<file path="src/rtl/top_polyphase_fir.sv">
// Two-phase polyphase FIR front end: even/odd 2-tap sub-filters, one output pair per two clocks.
// Define POLY_FIR_SAT_EN to saturate outputs; otherwise outputs wrap to DATA_W bits.
module top_polyphase_fir #(
  parameter int                       DATA_W = 16,
  parameter int                       COEF_W = 16,
  parameter logic signed [COEF_W-1:0] H0     = 1,
  parameter logic signed [COEF_W-1:0] H1     = 2,
  parameter logic signed [COEF_W-1:0] H2     = 3,
  parameter logic signed [COEF_W-1:0] H3     = 4,
  parameter int                       SHIFT  = 0
) (
  input  logic                     clk_2f,
  input  logic                     rst,
  input  logic signed [DATA_W-1:0] x_in,
  output logic signed [DATA_W-1:0] y_even,
  output logic signed [DATA_W-1:0] y_odd,
  output logic                     valid_out
);

  localparam int PW = DATA_W + COEF_W;
  localparam int SW = PW + 1;
  localparam logic signed [SW-1:0] SAT_MAX = {{(SW-DATA_W+1){1'b0}}, {(DATA_W-1){1'b1}}};
  localparam logic signed [SW-1:0] SAT_MIN = ~SAT_MAX;

  logic                     phase;
  logic signed [DATA_W-1:0] xe0, xe1, xo1;
  logic signed [PW-1:0]     p_e0, p_e1, p_o0, p_o1;
  logic signed [SW-1:0]     sum_e, sum_o, sh_e, sh_o;

  function automatic logic signed [DATA_W-1:0] narrow(input logic signed [SW-1:0] v);
`ifdef POLY_FIR_SAT_EN
    if (v > SAT_MAX) return SAT_MAX[DATA_W-1:0];
    if (v < SAT_MIN) return SAT_MIN[DATA_W-1:0];
`endif
    return v[DATA_W-1:0];
  endfunction

  // The odd sub-filter uses the live sample as its newest tap, so both
  // sums are ready on the edge that captures the odd sample.
  always_comb begin
    p_e0  = PW'(H0) * PW'(xe0);
    p_e1  = PW'(H2) * PW'(xe1);
    p_o0  = PW'(H1) * PW'(x_in);
    p_o1  = PW'(H3) * PW'(xo1);
    sum_e = SW'(p_e0) + SW'(p_e1);
    sum_o = SW'(p_o0) + SW'(p_o1);
    sh_e  = sum_e >>> SHIFT;
    sh_o  = sum_o >>> SHIFT;
  end

  // valid_out is a one-cycle strobe with no backpressure: the sink must
  // take y_even/y_odd in the cycle valid_out=1; they hold until the next pair.
  always_ff @(posedge clk_2f) begin
    if (rst) begin
      phase     <= 1'b0;
      xe0       <= '0;
      xe1       <= '0;
      xo1       <= '0;
      y_even    <= '0;
      y_odd     <= '0;
      valid_out <= 1'b0;
    end else begin
      phase <= ~phase;
      if (!phase) begin
        xe1       <= xe0;
        xe0       <= x_in;
        valid_out <= 1'b0;
      end else begin
        y_even    <= narrow(sh_e);
        y_odd     <= narrow(sh_o);
        xo1       <= x_in;
        valid_out <= 1'b1;
      end
    end
  end

endmodule

</file>
<file path="config.mk">
export PLATFORM = sky130hd
export DESIGN_NAME = top_polyphase_fir
export DESIGN_NICKNAME = d
export VERILOG_FILES = /design/src/rtl/top_polyphase_fir.sv
export SDC_FILE = /design/constraint.sdc
export NUM_CORES = 1
export LEC_CHECK = 0
export BUFFER_PORTS_ARGS = -buffer_cell sky130_fd_sc_hd__buf_2
export CORE_MARGIN = 2
export CORE_UTILIZATION = 46
export DETAILED_ROUTE_END_ITERATION = 16
export PLACE_DENSITY = 0.63
export SLEW_MARGIN = 10
export SYNTH_ARGS = -nofsm -noshare
export SYNTH_HDL_FRONTEND = slang
export SYNTH_SLANG_ARGS = --single-unit
</file>
<file path="constraint.sdc">
create_clock -name clk_2f -period 4 [get_ports clk_2f]
set_clock_uncertainty 0.05 [all_clocks]
set_input_delay 0 -clock clk_2f [delete_from_list [all_inputs] [get_ports clk_2f]]
set_output_delay 0 -clock clk_2f [all_outputs]
set_load 0.02 [all_outputs]
</file>
==> results by group <==
Status
  – Run status: complete, no violations

Route
  – Total Wirelength: 9290 um
  – DRT iter0 DRCs: 113
  – DR vias/cell: 5.06
  – DRT Pass-1 Iters: 4
  – Via count: 3616
  – DRT antenna net count: 0
  – DR DRC count: 0
  – Routed wire per std cell: approximately 13 um

Clocking
  – Reg clk slew, reported paths: roughly 0.08 ns
  – # clock sinks: 78
  – H-tree depth: 3
  – Skew-Pair Late Insertion Delay: 0.36 ns
  – CTS Buf Count: 9
  – Cts repair resizes: 0
  – Clock tree buffer depth: 2
  – TritonCTS clock tree: done
  – Clock Root Buffer: clkbuf_8

Pwr
  – Pwr Density: 360 nW/um^2
  – Overall power: 1970 uW
  – Peak supply drop: approximately 210 uV
  – P_leak: 0.00254 uW

Worst setup path
  – Reg-to-reg slack, setup: 1.04 ns
  – Arrival @ worst endpoint: 3.14 ns
  – Setup CP Type: register to register
  – Crit path capture type: register
  – Worst setup SP type: register
  – Worst-path fanout max: 5
  – CP Data Required Time: ~4.2 ns

Global route
  – Gr ovfl total: 0
  – First-pass GRT wire length: 16500 um
  – Vias in the first global route: 3616
  – GRT Util Overall: 0.182
  – Largest net degree at the start of global routing: between 40 and 50
  – Initial antenna violation count: 0

Floorplan
  – Die area: 11100 sq um
  – I/O Pins: 51
  – Chip Width: 105 um
  – Chip height: 105 um
  – Initial Utilization: 0.467
  – CORE AREA: 10100 sq um
  – Rows: 37

Finish
  – NumNets Final: 650
  – Ant. Diodes: 0
  – P&R area growth vs syn: 15.1%
  – Fraction of layout cells with a size suffix above 1: 0.136
  – Fin area: 5450 sq um
  – Fill count: 958

Synth
  – Cell variety after synth: 59
  – Synth warn: 0
  – Post-synthesis sequential area ratio: 0.330
  – Post-synth EDFFs: 0
  – Synth Flop Type: dfxtp_1
  – Syn_nets: 593
  – Syn Area/Cell: 9.16 sq um
  – Mapped Area: approximately 4700 sq um
  – Seq cells post-synth: 78
  – Synth async-reset ratio: 0
  – Cells after Synth: 517

STA
  – Slew HR: 0.457
  – Worst setup margin: around 1.0 ns
  – Worst hold slack: roughly 0.10 ns
  – Final period util: 0.741
  – Final min period: 2.96 ns
  – Max-slew violation count: 0
  – Worst Tran Pin Value: between 0.8 and 0.9 ns
  – Fin Setup TNS: 0 ns
  – Final hold vios: 0
  – Peak Freq: about 340 MHz
  – Final Setup Violations: 0
  – RSZ-0062 raised after global routing: false

Place
  – Pre-CTS setup slack: 1.11 ns
  – Placement Cell Area: 5080 sq um
  – Port bufs: 49
  – GPL Wtd Cong: 0.850
  – Final HPWL DP: between 6000 and 7000 um

Flow run
  – Max cap viols: 0

Worst hold path
  – Hold Path Class: input port to register
-- Yosys cell counts (4+ instances only) --
cell type,number,share of area
inv_1,73,0.058
xnor2_1,14,0.026
buf_2,5,0.0053
mux2i_1,56,0.12
o21ai_0,18,0.019
a21o_1,6,0.0095
fa_1,15,0.063
nand2b_1,9,0.012
o21a_1,4,0.0063
nand2_1,14,0.011
ha_1,43,0.11
xor2_1,8,0.015
o21ai_1,7,0.0074
nor2_1,77,0.061
a21oi_1,18,0.019
dfxtp_1,78,0.33
a211oi_1,7,0.011
clkbuf_1,12,0.0095
-- cells by family after synthesis --
family,synth area share
and+or+nand+nor,0.109
buffers and inverters,0.0774
AOI/OAI and AO/OA,0.147
DFF,0.330
adders and majority gates,0.177
muxes,0.118
xor gates and xnor gates,0.0407
other,0.000792
-- through the flow --
step                      utilization  cells
after floorplan                     -    517
after global placement          0.501    683
after detailed placement        0.501    683
after CTS                       0.538    715
after global routing            0.538    715
final                           0.538    715
-- area by class of cell --
| cell class | count | area [sq um] | area share |
|---|---|---|---|
| Multi-Input combinational cell | 345 | 2810 | 0.515 |
| Clock buffer | 12 | 145 | 0.0266 |
| Inverter | 73 | 274 | 0.0502 |
| Clock inverter | 4 | 70.1 | 0.0128 |
| Tap cell | 136 | 170 | 0.0312 |
| Timing Repair Buffer | 67 | 420 | 0.0771 |
| Sequential cell | 78 | 1570 | 0.287 |
-- repair_timing --
action,in CTS,in global routing
setup buffers,0,0
endpoints found under the hold margin,31,0
hold buffers,16,0
-- routing by layer --
layer | vias to the layer above | global-route usage | share of wire
li1 | 1856 | - | -
met2 | 57 | 0.312 | 0.47
met3 | 10 | 0.0390 | 0.031
met5 | - | 0 | 0
met4 | 0 | 0.0733 | 0.017
met1 | 1693 | 0.222 | 0.48
-- cells in the final DEF, fill, tap and decap left out, types with 2 or more instances in the layout --
cell type,synthesis,layout
a211oi_1,7,7
a21o_1,6,6
a21oi_1,18,18
a21oi_2,2,2
a41oi_2,2,2
buf_2,5,49
buf_4,2,2
bufinv_16,0,2
clkbuf_1,12,2
clkbuf_8,0,10
clkinv_2,0,2
dfxtp_1,78,77
dlygate4sd3_1,0,16
fa_1,15,15
ha_1,43,43
inv_1,73,73
mux2i_1,56,56
nand2_1,14,14
nand2b_1,9,9
nand3_1,2,2
nand4_1,2,2
nor2_1,77,77
nor3_1,2,2
o211ai_1,2,2
o21a_1,4,4
o21ai_0,18,18
o21ai_1,7,7
o22ai_1,2,2
o311ai_0,2,2
o31ai_1,2,2
or2b_1,2,2
xnor2_1,14,14
xor2_1,8,8
-- sequential cells by signal, summed over array words and instances, names as in the netlist --
name	flops
xe0	16
xe1	16
y_even	16
xo1	14
y_odd	14
phase	1
valid_out	1
-- worst max-delay path: stages (launching register included) --
cell,delay [ns]
dfxtp_1,0.34
ha_1,0.31
fa_1,0.49
ha_1,0.33
a211oi_1,0.22
nor2_1,0.16
o41ai_4,0.48
a41oi_2,0.20
xnor2_1,0.18
o21ai_0,0.08
-- final timing paths --
check / from / to / cells past startpoint
worst max-delay path: xe1[1]$_SDFFE_PP0N_ / y_even[14]$_SDFFE_PP0P_ / 9
worst min-delay path: rst / xe0[12]$_SDFFE_PP0N_ / 2
worst max register to register: xe1[1]$_SDFFE_PP0N_ / y_even[14]$_SDFFE_PP0P_ / 9
worst min register to register: y_odd[15]$_SDFFE_PP0P_ / y_odd[15]$_SDFFE_PP0P_ / 2
-- report_power, final --
group          internal [uW]  total (uW)  switching, uW
Sequential               831         877           45.7
Combinational            187         431            245
Clock                    367         658            291
Total                   1380        1970            581
Note: power is estimated with default switching activity, not from simulation.
